==> config.mk <==
export PLATFORM = sky130hd
export DESIGN_NAME = activation_unit_flat
export DESIGN_NICKNAME = d
export VERILOG_FILES = /design/src/rtl/activation_pkg.sv /design/src/rtl/activation_unit_if.sv /design/src/rtl/activation_function.sv /design/src/rtl/activation_unit.sv /design/src/flat_wrapper.sv
export SDC_FILE = /design/constraint.sdc
export NUM_CORES = 1
export LEC_CHECK = 0
export ABC_AREA = 0
export BUFFER_PORTS_ARGS = -buffer_cell sky130_fd_sc_hd__buf_2
export CORE_MARGIN = 1.5
export CORE_UTILIZATION = 50
export CTS_CLUSTER_DIAMETER = 120
export DETAILED_ROUTE_END_ITERATION = 12
export PLACE_DENSITY = 0.92
export SLEW_MARGIN = 10
export SYNTH_ARGS = -nofsm -noshare
export SYNTH_HDL_FRONTEND = slang
export SYNTH_HIERARCHICAL = 1
export SYNTH_SLANG_ARGS = --single-unit
==> constraint.sdc <==
create_clock -name clock -period 2.5 [get_ports clock]
set_input_delay 0.125 -clock clock [delete_from_list [all_inputs] [get_ports clock]]
set_output_delay 0.125 -clock clock [all_outputs]
set_load 0.005 [all_outputs]
==> src/rtl/activation_pkg.sv <==
`default_nettype none
// ============================================================================
// Module   : activation_pkg
// Brief    : Shared types for the run-time selectable activation unit.
// Revision : 1.0 - initial release
// ============================================================================
package activation_pkg;

  // Activation function selector; RSVD is treated like STEP.
  typedef enum logic [1:0] {
    STEP = 2'd0,
    RELU = 2'd1,
    HSIG = 2'd2,
    RSVD = 2'd3
  } mode_t;

  // Transaction phase: argument in, activation out, feedback in, delta out.
  typedef enum logic [1:0] {
    ARG = 2'd0,
    ACT = 2'd1,
    FBK = 2'd2,
    DEL = 2'd3
  } state_t;

endpackage
`default_nettype wire

==> src/rtl/activation_unit_if.sv <==
`default_nettype none
// ============================================================================
// Module   : activation_unit_if
// Brief    : Bundles the four valid/ready streams of the activation unit.
//            master = environment side, slave = activation unit side.
// Revision : 1.0 - initial release
// ============================================================================
interface activation_unit_if #(
  parameter int ARG_WIDTH = 16,
  parameter int ACT_WIDTH = 8,
  parameter int FBK_WIDTH = 16
);

  logic                        argument_valid;
  logic signed [ARG_WIDTH-1:0] argument_data;
  logic                        argument_ready;

  logic                        activation_valid;
  logic        [ACT_WIDTH-1:0] activation_data;
  logic                        activation_ready;

  logic                        feedback_valid;
  logic        [FBK_WIDTH-1:0] feedback_data;
  logic                        feedback_ready;

  logic                        delta_valid;
  logic        [FBK_WIDTH-1:0] delta_data;
  logic                        delta_ready;

  modport master (
    output argument_valid, argument_data, activation_ready,
           feedback_valid, feedback_data, delta_ready,
    input  argument_ready, activation_valid, activation_data,
           feedback_ready, delta_valid, delta_data
  );

  modport slave (
    input  argument_valid, argument_data, activation_ready,
           feedback_valid, feedback_data, delta_ready,
    output argument_ready, activation_valid, activation_data,
           feedback_ready, delta_valid, delta_data
  );

endinterface
`default_nettype wire

==> src/rtl/activation_function.sv <==
`default_nettype none
// ============================================================================
// Module   : activation_function
// Brief    : Combinational step / saturating-ReLU / hard-sigmoid evaluation
//            plus the derivative-region flag used to mask gradients.
// Revision : 1.0 - initial release
// ============================================================================
module activation_function
  import activation_pkg::*;
#(
  parameter int ARG_WIDTH = 16,
  parameter int ACT_WIDTH = 8,
  parameter int SHIFT     = 4
) (
  input  mode_t                       mode,
  input  logic signed [ARG_WIDTH-1:0] argument,
  output logic        [ACT_WIDTH-1:0] act,
  output logic                        pass
);

  // Constants held one bit wider than the argument so the hard-sigmoid
  // offset can never overflow.
  localparam logic signed [ARG_WIDTH:0] C_ACT_MAX =
    $signed({{(ARG_WIDTH+1-ACT_WIDTH){1'b0}}, {ACT_WIDTH{1'b1}}});
  localparam logic signed [ARG_WIDTH:0] C_HALF =
    $signed({{(ARG_WIDTH+1-ACT_WIDTH){1'b0}}, 1'b1, {(ACT_WIDTH-1){1'b0}}});

  logic                      w_negative;
  logic signed [ARG_WIDTH:0] w_scaled;
  logic signed [ARG_WIDTH:0] w_hsig;

  assign w_negative = argument[ARG_WIDTH-1];
  assign w_scaled   = $signed({argument[ARG_WIDTH-1], argument}) >>> SHIFT;
  assign w_hsig     = w_scaled + C_HALF;

  // Select the function; ends of the linear region are inclusive (pass=1).
  always_comb begin
    act  = '0;
    pass = 1'b1;
    case (mode)
      RELU: begin
        if (w_negative) begin
          act  = '0;
          pass = 1'b0;
        end else if (w_scaled > C_ACT_MAX) begin
          act  = '1;
          pass = 1'b0;
        end else begin
          act  = w_scaled[ACT_WIDTH-1:0];
          pass = 1'b1;
        end
      end
      HSIG: begin
        if (w_hsig[ARG_WIDTH]) begin
          act  = '0;
          pass = 1'b0;
        end else if (w_hsig > C_ACT_MAX) begin
          act  = '1;
          pass = 1'b0;
        end else begin
          act  = w_hsig[ACT_WIDTH-1:0];
          pass = 1'b1;
        end
      end
      default: begin
        // Step: straight-through estimator, gradient always passes.
        act  = w_negative ? '0 : '1;
        pass = 1'b1;
      end
    endcase
  end

endmodule
`default_nettype wire

==> src/rtl/activation_unit.sv <==
`default_nettype none
// ============================================================================
// Module   : activation_unit
// Brief    : Single-transaction activation stage with optional training
//            phase returning a gradient masked by the derivative region.
// Revision : 1.0 - initial release
// ============================================================================
module activation_unit
  import activation_pkg::*;
#(
  parameter int ARG_WIDTH = 16,
  parameter int ACT_WIDTH = 8,
  parameter int FBK_WIDTH = 16,
  parameter int SHIFT     = 4
) (
  input  logic               clock,
  input  logic               reset_n,
  input  logic               train,
  input  logic [1:0]         mode,
  activation_unit_if.slave   bus
);

  state_t               r_state;
  state_t               w_next_state;
  mode_t                r_mode;
  logic                 r_train;
  logic                 r_pass;
  logic [ACT_WIDTH-1:0] r_act_data;
  logic [FBK_WIDTH-1:0] r_delta_data;

  mode_t                w_mode;
  logic [ACT_WIDTH-1:0] w_act;
  logic                 w_pass;
  logic                 w_mask;
  logic                 w_arg_hs;
  logic                 w_act_hs;
  logic                 w_fbk_hs;
  logic                 w_del_hs;

  assign w_mode   = mode_t'(mode);
  assign w_arg_hs = (r_state == ARG) && bus.argument_valid;
  assign w_act_hs = (r_state == ACT) && bus.activation_ready;
  assign w_fbk_hs = (r_state == FBK) && bus.feedback_valid;
  assign w_del_hs = (r_state == DEL) && bus.delta_ready;

  // Step-like modes always let the gradient through regardless of range.
  assign w_mask = r_pass || (r_mode == STEP) || (r_mode == RSVD);

  activation_function #(
    .ARG_WIDTH (ARG_WIDTH),
    .ACT_WIDTH (ACT_WIDTH),
    .SHIFT     (SHIFT)
  ) u_activation_function (
    .mode     (w_mode),
    .argument (bus.argument_data),
    .act      (w_act),
    .pass     (w_pass)
  );

  // State register; reset abandons any transaction in flight.
  always_ff @(posedge clock or negedge reset_n) begin
    if (!reset_n) begin
      r_state <= ARG;
    end else begin
      r_state <= w_next_state;
    end
  end

  // Next-state: advance one phase per handshake, skip training if not latched.
  always_comb begin
    w_next_state = r_state;
    case (r_state)
      ARG: if (w_arg_hs) w_next_state = ACT;
      ACT: if (w_act_hs) w_next_state = r_train ? FBK : ARG;
      FBK: if (w_fbk_hs) w_next_state = DEL;
      DEL: if (w_del_hs) w_next_state = ARG;
      default: w_next_state = ARG;
    endcase
  end

  // Outputs: all handshake flags are decoded from the registered state.
  always_comb begin
    bus.argument_ready   = (r_state == ARG);
    bus.activation_valid = (r_state == ACT);
    bus.feedback_ready   = (r_state == FBK);
    bus.delta_valid      = (r_state == DEL);
    bus.activation_data  = r_act_data;
    bus.delta_data       = r_delta_data;
  end

  // Capture the transaction context at the argument and feedback handshakes.
  always_ff @(posedge clock or negedge reset_n) begin
    if (!reset_n) begin
      r_mode       <= STEP;
      r_train      <= 1'b0;
      r_pass       <= 1'b0;
      r_act_data   <= '0;
      r_delta_data <= '0;
    end else begin
      if (w_arg_hs) begin
        r_mode     <= w_mode;
        r_train    <= train;
        r_pass     <= w_pass;
        r_act_data <= w_act;
      end
      if (w_fbk_hs) begin
        r_delta_data <= w_mask ? bus.feedback_data : '0;
      end
    end
  end

endmodule
`default_nettype wire

==> src/flat_wrapper.sv <==
// flat-port wrapper written by rule: the top's interface ports become plain ports
module activation_unit_flat import activation_pkg::*;
#(
  parameter int ARG_WIDTH = 16,
  parameter int ACT_WIDTH = 8,
  parameter int FBK_WIDTH = 16,
  parameter int SHIFT     = 4
)
  (clock, reset_n, train, mode, bus_argument_valid, bus_argument_data, bus_activation_ready, bus_feedback_valid, bus_feedback_data, bus_delta_ready, bus_argument_ready, bus_activation_valid, bus_activation_data, bus_feedback_ready, bus_delta_valid, bus_delta_data);
  activation_unit_if #(.ARG_WIDTH(ARG_WIDTH), .ACT_WIDTH(ACT_WIDTH), .FBK_WIDTH(FBK_WIDTH)) bus_i ();
  input  logic clock;
  input  logic reset_n;
  input  logic train;
  input  logic [1:0] mode;
  input wire logic [$bits(bus_i.argument_valid)-1:0] bus_argument_valid;
  input wire logic [$bits(bus_i.argument_data)-1:0] bus_argument_data;
  input wire logic [$bits(bus_i.activation_ready)-1:0] bus_activation_ready;
  input wire logic [$bits(bus_i.feedback_valid)-1:0] bus_feedback_valid;
  input wire logic [$bits(bus_i.feedback_data)-1:0] bus_feedback_data;
  input wire logic [$bits(bus_i.delta_ready)-1:0] bus_delta_ready;
  output wire logic [$bits(bus_i.argument_ready)-1:0] bus_argument_ready;
  output wire logic [$bits(bus_i.activation_valid)-1:0] bus_activation_valid;
  output wire logic [$bits(bus_i.activation_data)-1:0] bus_activation_data;
  output wire logic [$bits(bus_i.feedback_ready)-1:0] bus_feedback_ready;
  output wire logic [$bits(bus_i.delta_valid)-1:0] bus_delta_valid;
  output wire logic [$bits(bus_i.delta_data)-1:0] bus_delta_data;
  assign bus_i.argument_valid = bus_argument_valid;
  assign bus_i.argument_data = bus_argument_data;
  assign bus_i.activation_ready = bus_activation_ready;
  assign bus_i.feedback_valid = bus_feedback_valid;
  assign bus_i.feedback_data = bus_feedback_data;
  assign bus_i.delta_ready = bus_delta_ready;
  assign bus_argument_ready = bus_i.argument_ready;
  assign bus_activation_valid = bus_i.activation_valid;
  assign bus_activation_data = bus_i.activation_data;
  assign bus_feedback_ready = bus_i.feedback_ready;
  assign bus_delta_valid = bus_i.delta_valid;
  assign bus_delta_data = bus_i.delta_data;
  activation_unit #(.ARG_WIDTH(ARG_WIDTH), .ACT_WIDTH(ACT_WIDTH), .FBK_WIDTH(FBK_WIDTH), .SHIFT(SHIFT)) u_core (.clock(clock), .reset_n(reset_n), .train(train), .mode(mode), .bus(bus_i));
endmodule
==> reports/metrics.yaml, run 1 <==
status: "finished, final reports clean"
grt.total_usage: 0.186
worst_slew_pin_slew_ns: 0.632
synthToLayoutAreaGrowth_pct: 30.0
clockRootBuffer: "clkbuf_4"
hold_ws_ns: 0.0182
core_area_mm2: 0.00300
dp_hpwl_um: 2300
wire_per_inst_um: 13.7
syn_inst: 120
rr_startpoint: "u_core/r_state[0]$_DFFE_PN0P_"
slew_headroom: 0.579
start_util: 0.519
htree_levels: 2
hold_viol_final: 0
worst_setup_path_start_kind: "primary input"
synth.yosys.seq_area_share: 0.482
peakVddDrop_mv: 0.593
async_reset_ff_frac: 1.00
grt_pass1_vias: 1074
required_ns: 2.71
period_share: 0.667
antenna_left: 0
ios: 69
p_per_area_mw_per_mm2: 957
synth_edf_count: 0
grt_max_degree: 31
tritoncts: "yes"
die_area_mm2: 0.00346
post_cts_buffers: 0
cap_violations: 0
antenna_found_initial: 0
ys_ff_latch: 30
cp.arrival_ns: 1.87
clk_pin_slew_worst_paths_ns: 0.09
post-synth-top-area-cell: "dfrtp_1"
place.gp.congestion: 0.790
drive_above_1_share: 0.485
drv_slew: 0
worst_setup_path_end_kind: "flop"
n_antenna_cell: 0
synth_top_area_frac: 0.482
synth_most_common_cell: "dfrtp_1"
min-delay-start: "bus_feedback_data[0]"
die_y_um: 58.8
grt_setup_unrepaired: "no"
io_buffers: 64
post_cts_resized: 0
grt_overflow_total: 0
hold_class: "primary input to flop"
die_w_um: 58.8
fmax_ghz: 0.599
numClockSinks: 30
vias: 1239
layout.nets: 240
yosysWarnings: 6
setup_violations: 0
crit_fanout: 7
drt-pass1-iter-count: 4
p_leak_nw: 1.05
wirelength_um: 3130
clock_skew_ns: 0.00422
crit_type: "primary input to flop"
setup.worst_path.start: "bus_argument_data[11]"
syn_nets: 165
via_per_inst: 5.41
synth.avg_cell_area_um2: 13.0
clock_path_buffers: 2
synth_area_leaders: "dfrtp_1 48%, mux2_4 9.6%, a22o_1 9.0%"
grt_pass1_wl_um: 4820
synth_top_flop_cell: "dfrtp_1"
num_rows: 20
drc: 0
cts-buffers-inserted: 5
syn-cell-area_mm2: 0.00156
ys_top_cells_by_count: "30 x dfrtp_1, 16 x a22o_1, 10 x mux2_4"
setup_tns_ns: 0
fin_crit_ns: 1.67
ctsHoldBuffers: 1
drt_iter0_markers: 58
insertion_delay_ns: 0.32
synth_cell_types: 37
[sequential cells by signal, indices dropped and copies added, names as in the netlist, named ones only]
register and count:
u_core/bus.activation_data 8, u_core/r_mode 2, u_core/r_state 1, u_core/bus.delta_data 16, u_core/r_pass 1, u_core/r_train 1
[metal layers]
| metal | wire length, um | vias up | part of all wire | track usage |
|---|---|---|---|---|
| li1 | - | 599 | - | - |
| met5 | 0 | - | 0 | 0 |
| met2 | 1510 | 45 | 0.48 | 0.275 |
| met3 | 187 | 2 | 0.060 | 0.0593 |
| met4 | 21 | 0 | 0.0067 | 0.0584 |
| met1 | 1410 | 593 | 0.45 | 0.262 |
[final timing paths]
path                                                              to  slack [ns]  depth (start not counted)
max                        u_core/bus.activation_data[5]$_DFFE_PN0P_        0.83                          8
min                             u_core/bus.delta_data[0]$_DFFE_PN0P_        0.02                          2
max reg2reg                     u_core/bus.delta_data[3]$_DFFE_PN0P_        1.00                          3
min reg2reg                    u_core/bus.delta_data[13]$_DFFE_PN0P_        0.51                          1
max in group asynchronous  u_core/bus.activation_data[2]$_DFFE_PN0P_        1.74                          2
min in group asynchronous       u_core/bus.delta_data[0]$_DFFE_PN0P_        0.35                          2
[cell families after synthesis]
group                      Yosys count  synth area share
and+or+nand+nor                     22             0.101
AOI/OAI and AO/OA                   39             0.211
DFF                                 30             0.482
adders and majority gates            4            0.0321
buffers and inverters               11            0.0409
muxes                               13             0.128
xor gates and xnor gates             1           0.00562
[placed cells by master, fill, tap and decap left out, types with 2 or more instances in the layout]
master         Yosys  layout
a21oi_1            2       2
a21oi_2            2       2
a22o_1            16      16
a31oi_1            2       2
buf_2              2      64
clkbuf_4           0       5
dfrtp_1           30      30
dlygate4sd3_1      0       8
ha_1               4       4
inv_1              7       7
mux2_2             2       2
mux2_4            10      10
nand4_1            4       4
nor2_1             4       4
nor2b_1            2       2
o21a_1             9       9
or4_1              2       2
[cell type report]
type | instances | area, um^2
clock inverters | 2 | 12.5
clock buffers | 6 | 51.3
multi-input cells | 79 | 744
well taps | 33 | 41.3
inverters | 7 | 26.3
fillers | 226 | 976
flip-flops and latches | 30 | 751
repair buffers | 72 | 400
[where the power goes]
part	switching, W	internal (W)
combinational	0.000314	0.000481
sequential	0.000145	0.000703
clock	0.000162	0.000135
[per-stage QoR]
step / cell area (um^2) / std cells / util / setup WS [ns] / power [W]
floorplan: 1560 / 120 / - / 0.768 / 0.00136
global placement: 1880 / 213 / 0.627 / 0.519 / 0.00162
global route: 2030 / 229 / 0.675 / 0.792 / 0.00208
finish: 2030 / 229 / 0.675 / 0.831 / 0.00194
CTS: 1960 / 222 / 0.652 / 0.843 / 0.00195
detailed placement: 1880 / 213 / 0.627 / 0.498 / 0.00165
[critical path, cell delays in order]
cell and delay, ns:
buf_2 0.15, inv_1 0.07, ha_1 0.30, or4_4 0.55, nor2_4 0.13, o31ai_4 0.11, o21a_1 0.19, mux2_4 0.25
(Power assumes the default switching activity.)
==> run 2, diff against run 1 <==
--- a/config.mk
+++ b/config.mk
@@ -5,13 +5,13 @@
 export SDC_FILE = /design/constraint.sdc
 export NUM_CORES = 1
 export LEC_CHECK = 0
-export ABC_AREA = 0
+export ABC_AREA = 1
 export BUFFER_PORTS_ARGS = -buffer_cell sky130_fd_sc_hd__buf_2
 export CORE_MARGIN = 1.5
-export CORE_UTILIZATION = 50
+export CORE_UTILIZATION = 44
 export CTS_CLUSTER_DIAMETER = 120
 export DETAILED_ROUTE_END_ITERATION = 12
-export PLACE_DENSITY = 0.92
+export PLACE_DENSITY = 0.84
 export SLEW_MARGIN = 10
 export SYNTH_ARGS = -nofsm -noshare
 export SYNTH_HDL_FRONTEND = slang
==> constraint.sdc (replaced) <==
create_clock -name clock -period 1.5 [get_ports clock]
set_input_delay 0.075 -clock clock [delete_from_list [all_inputs] [get_ports clock]]
set_output_delay 0.075 -clock clock [all_outputs]
set_load 0.005 [all_outputs]
==> run 2 against run 1 <==
Compared with the run above:
- register-to-register slack worse by 0.84 ns
- combinational power rose by 75%
- routed wire length increased by 29%
- synthesized cell count is 84% higher
- worst setup slack lost 0.77 ns
- count of clock-buffer cells in the layout unchanged
- first-iteration DRC count up 86%
- clock power up 120%
- cell count is 50% higher
==> reports/metrics.yaml, run 2 <==
die_w_um: 66.4  # was 58.8 um
dp_hpwl_um: 2940  # was 2300 um
drt_iter0_markers: 108  # was 58
grt_pass1_wl_um: 6550  # was 4820 um
synth_cell_types: 24  # was 37
synth_top_area_frac: 0.425  # was 0.482
syn_nets: 266  # was 165
numClockSinks: 30  # unchanged
grt.total_usage: 0.190  # was 0.186
p_seq_frac: 0.415  # was 0.437
worst_slew_pin_slew_ns: 0.647  # was 0.632 ns
crit_type: "primary input to flop"  # unchanged
antenna_left: 0  # unchanged
ios: 69  # unchanged
critPathTopFamily: "simple AND/OR/NAND/NOR gates"  # unchanged
yosysWarnings: 6  # unchanged
drt-pass1-iter-count: 4  # unchanged
layout.nets: 339  # was 240
antenna_found_initial: 0  # unchanged
tritoncts: "yes"  # unchanged
ys_ff_latch: 30  # unchanged
drv_slew: 0  # unchanged
synth.yosys.seq_area_share: 0.425  # was 0.482
worst_setup_path_start_kind: "primary input"  # unchanged
synthToLayoutAreaGrowth_pct: 30.9  # was 30.0%
multi_input_area_um2: 850  # was 744 um^2
p_per_area_mw_per_mm2: 1510  # was 957 mW/mm^2
path_buf_inv: 1  # was 2
clock_skew_ns: 0.00453  # was 0.00422 ns
grt_overflow_total: 0  # unchanged
slew_headroom: 0.568  # was 0.579
htree_levels: 2  # unchanged
synth_edf_count: 0  # unchanged
setup_slack_ns: 0.0598  # was 0.831 ns
power_switching_w: 0.00125  # was 0.000621 W
status: "finished, final reports clean"  # unchanged
drive_above_1_share: 0.356  # was 0.485
synth_area_leaders: "dfrtp_1 42%, nand2_1 11%, mux2_2 7.6%"  # was dfrtp_1 48%, mux2_4 9.6%, a22o_1 9.0%
power_frac_comb: 0.397  # was 0.410
clockRootBuffer: "clkbuf_8"  # was clkbuf_4
cp_common_cell: "nand2_1"
synth.avg_cell_area_um2: 8.00  # was 13.0 um^2
syn_inst: 221  # was 120
hold_viol_final: 0  # unchanged
synth_top_flop_cell: "dfrtp_1"  # unchanged
post-synth-top-area-cell: "dfrtp_1"  # unchanged
period_share: 0.960
synth_most_common_cell: "nand2_1"  # was dfrtp_1
layout_common_cells: "62 x buf_2, 54 x nand2_1, 34 x inv_1"  # was 64 x buf_2, 30 x dfrtp_1, 16 x a22o_1
hold_class: "primary input to flop"  # unchanged
grt_pass1_vias: 1547  # was 1074
core_area_mm2: 0.00377  # was 0.00300 mm^2
crit_chain: "buf_4 -> ha_2 -> nor2_1 -> nor2_1 -> nor2_2 -> nand2_2 -> nor2_4 -> nand3_1 -> nand2_1 -> nand2_1 -> nand2_1 -> nand2_1 -> mux2_2"  # was buf_2 -> inv_1 -> ha_1 -> or4_4 -> nor2_4 -> o31ai_4 -> o21a_1 -> mux2_4
intPower_w: 0.00224  # was 0.00132 W
die_area_mm2: 0.00441  # was 0.00346 mm^2
regArea_um2: 751  # unchanged
slowest_stage: "mux2_2"  # was or4_4
n_antenna_cell: 0  # unchanged
mostFrequentLayoutCell: "buf_2"  # unchanged
worst_setup_path_end_kind: "flop"  # unchanged
setup_violations: 0  # unchanged
wire_per_inst_um: 11.8  # was 13.7 um
wirelength_um: 4040  # was 3130 um
start_util: 0.469  # was 0.519
vias: 1691  # was 1239
final_cells: 343  # was 229
async_reset_ff_frac: 1.00  # unchanged
fin_crit_ns: 1.44
via_per_inst: 4.93  # was 5.41
syn-cell-area_mm2: 0.00177  # was 0.00156 mm^2
placed_cells: 333  # was 213
netSwitchingFraction: 0.358  # was 0.320
pre_cts_slack_ns: -0.200  # was 0.498 ns
ys_top_cells_by_count: "54 x nand2_1, 34 x inv_1, 30 x dfrtp_1"  # was 30 x dfrtp_1, 16 x a22o_1, 10 x mux2_4
clock_path_buffers: 2  # unchanged
fmax_ghz: 0.694
drc: 0  # unchanged
largest_register_ffs: 16  # unchanged
max_stage_delay_ns: 0.26  # was 0.55 ns
io_buffers: 64  # unchanged
clk_pin_slew_worst_paths_ns: 0.06  # was 0.09 ns
required_ns: 1.65  # was 2.71 ns
insertion_delay_ns: 0.27  # was 0.32 ns
crit_fanout: 4  # was 7
cts-buffers-inserted: 5  # unchanged
cap_violations: 0  # unchanged
p_leak_nw: 1.27  # was 1.05 nW
p_clk_frac: 0.188  # was 0.153
grt_max_degree: 33  # was 31
place.gp.congestion: 0.786  # was 0.790
fill_cells: 339  # was 226
peakVddDrop_mv: 0.962  # was 0.593 mV
num_rows: 22  # was 20
cp.arrival_ns: 1.59  # was 1.87 ns
die_y_um: 66.4  # was 58.8 um
-- run 2: cell families (layout without fill, tap and decap cells) --
kind of cell,count (synthesis),in the layout,synth area share
AOI/OAI and AO/OA,36,36,0.117
buffers and inverters,46,119,0.113
DFF,30,30,0.425
and+or+nand+nor,93,94,0.241
adders and majority gates,4,4,0.0283
muxes,12,12,0.0764
-- run 2: path summary, 6_finish.rpt --
kind,from,endpoint,slack (ns),depth (start not counted)
hold / removal,bus_feedback_data[10],u_core/bus.delta_data[10]$_DFFE_PN0P_,0.04,3
setup reg to reg,u_core/r_state[0]$_DFFE_PN0P_,u_core/bus.activation_data[3]$_DFFE_PN0P_,0.16,4
setup / recovery,bus_argument_data[11],u_core/bus.activation_data[7]$_DFFE_PN0P_,0.06,13
min in group asynchronous,reset_n,u_core/bus.delta_data[4]$_DFFE_PN0P_,0.37,2
hold reg to reg,u_core/r_train$_DFFE_PN0P_,flop,0.50,2
max in group asynchronous,reset_n,u_core/r_train$_DFFE_PN0P_,0.70,2
-- run 2: per-stage QoR --
stage | utilization | setup TNS, ns | hold WS [ns] | cell area [um^2] | total power [W]
after global routing | 0.614 | -0.0570 | 0.0302 | 2310 | 0.00381
after detailed placement | 0.575 | -2.74 | 0.147 | 2170 | 0.00283
final | 0.614 | 0 | 0.0377 | 2310 | 0.00349
after global placement | 0.575 | -1.64 | 0.136 | 2170 | 0.00277
after floorplan | - | 0 | -0.221 | 1770 | 0.00225
after CTS | 0.604 | 0 | 0.0275 | 2280 | 0.00353
-- run 2: area by class of cell --
| class | count | share of cell area |
|---|---|---|
| sequential | 30 | 0.324 |
| clock buffer | 6 | 0.0357 |
| timing repair buffer | 71 | 0.177 |
| multi-input combinational | 146 | 0.367 |
| inverter | 40 | 0.0649 |
| tap | 48 | 0.0259 |
| clock inverter | 2 | 0.00541 |
-- run 2: what timing repair did --
| item | 4_1_cts | 5_1_grt |
|---|---|---|
| gates cloned | 0 | 1 |
| hold buffers | 1 | 0 |
| endpoints found under the hold margin | 30 | 0 |
| endpoints found under the setup margin | 16 | 8 |
| setup buffers | 0 | 0 |
| gates resized for setup | 1 | 5 |
| pin swaps | 0 | 6 |
-- run 2: power by group through the flow --
stage          registers (W)  logic, W  clock network (W)
4_1_cts              0.00145   0.00139           0.000686
3_3_place_gp         0.00144   0.00133                  0
5_1_grt              0.00151   0.00157           0.000726
6_report             0.00145   0.00139           0.000658
2_1_floorplan        0.00142  0.000837                  0
3_5_place_dp         0.00146   0.00138                  0
-- run 2: routing by layer --
metal | global-route usage | part of all wire | up-vias
li1 | - | - | 855
met1 | 0.256 | 0.45 | 786
met2 | 0.311 | 0.51 | 48
met3 | 0.0358 | 0.035 | 2
met4 | 0.0536 | 0.0079 | 0
met5 | 0 | 0 | -
-- run 2: worst register-to-register path, delay by kind of cell (launching register included) --
kind / cells / cell delay, ns
simple gates: 2 / 0.18
flops: 1 / 0.56
buf+inv: 1 / 0.15
mux: 1 / 0.34
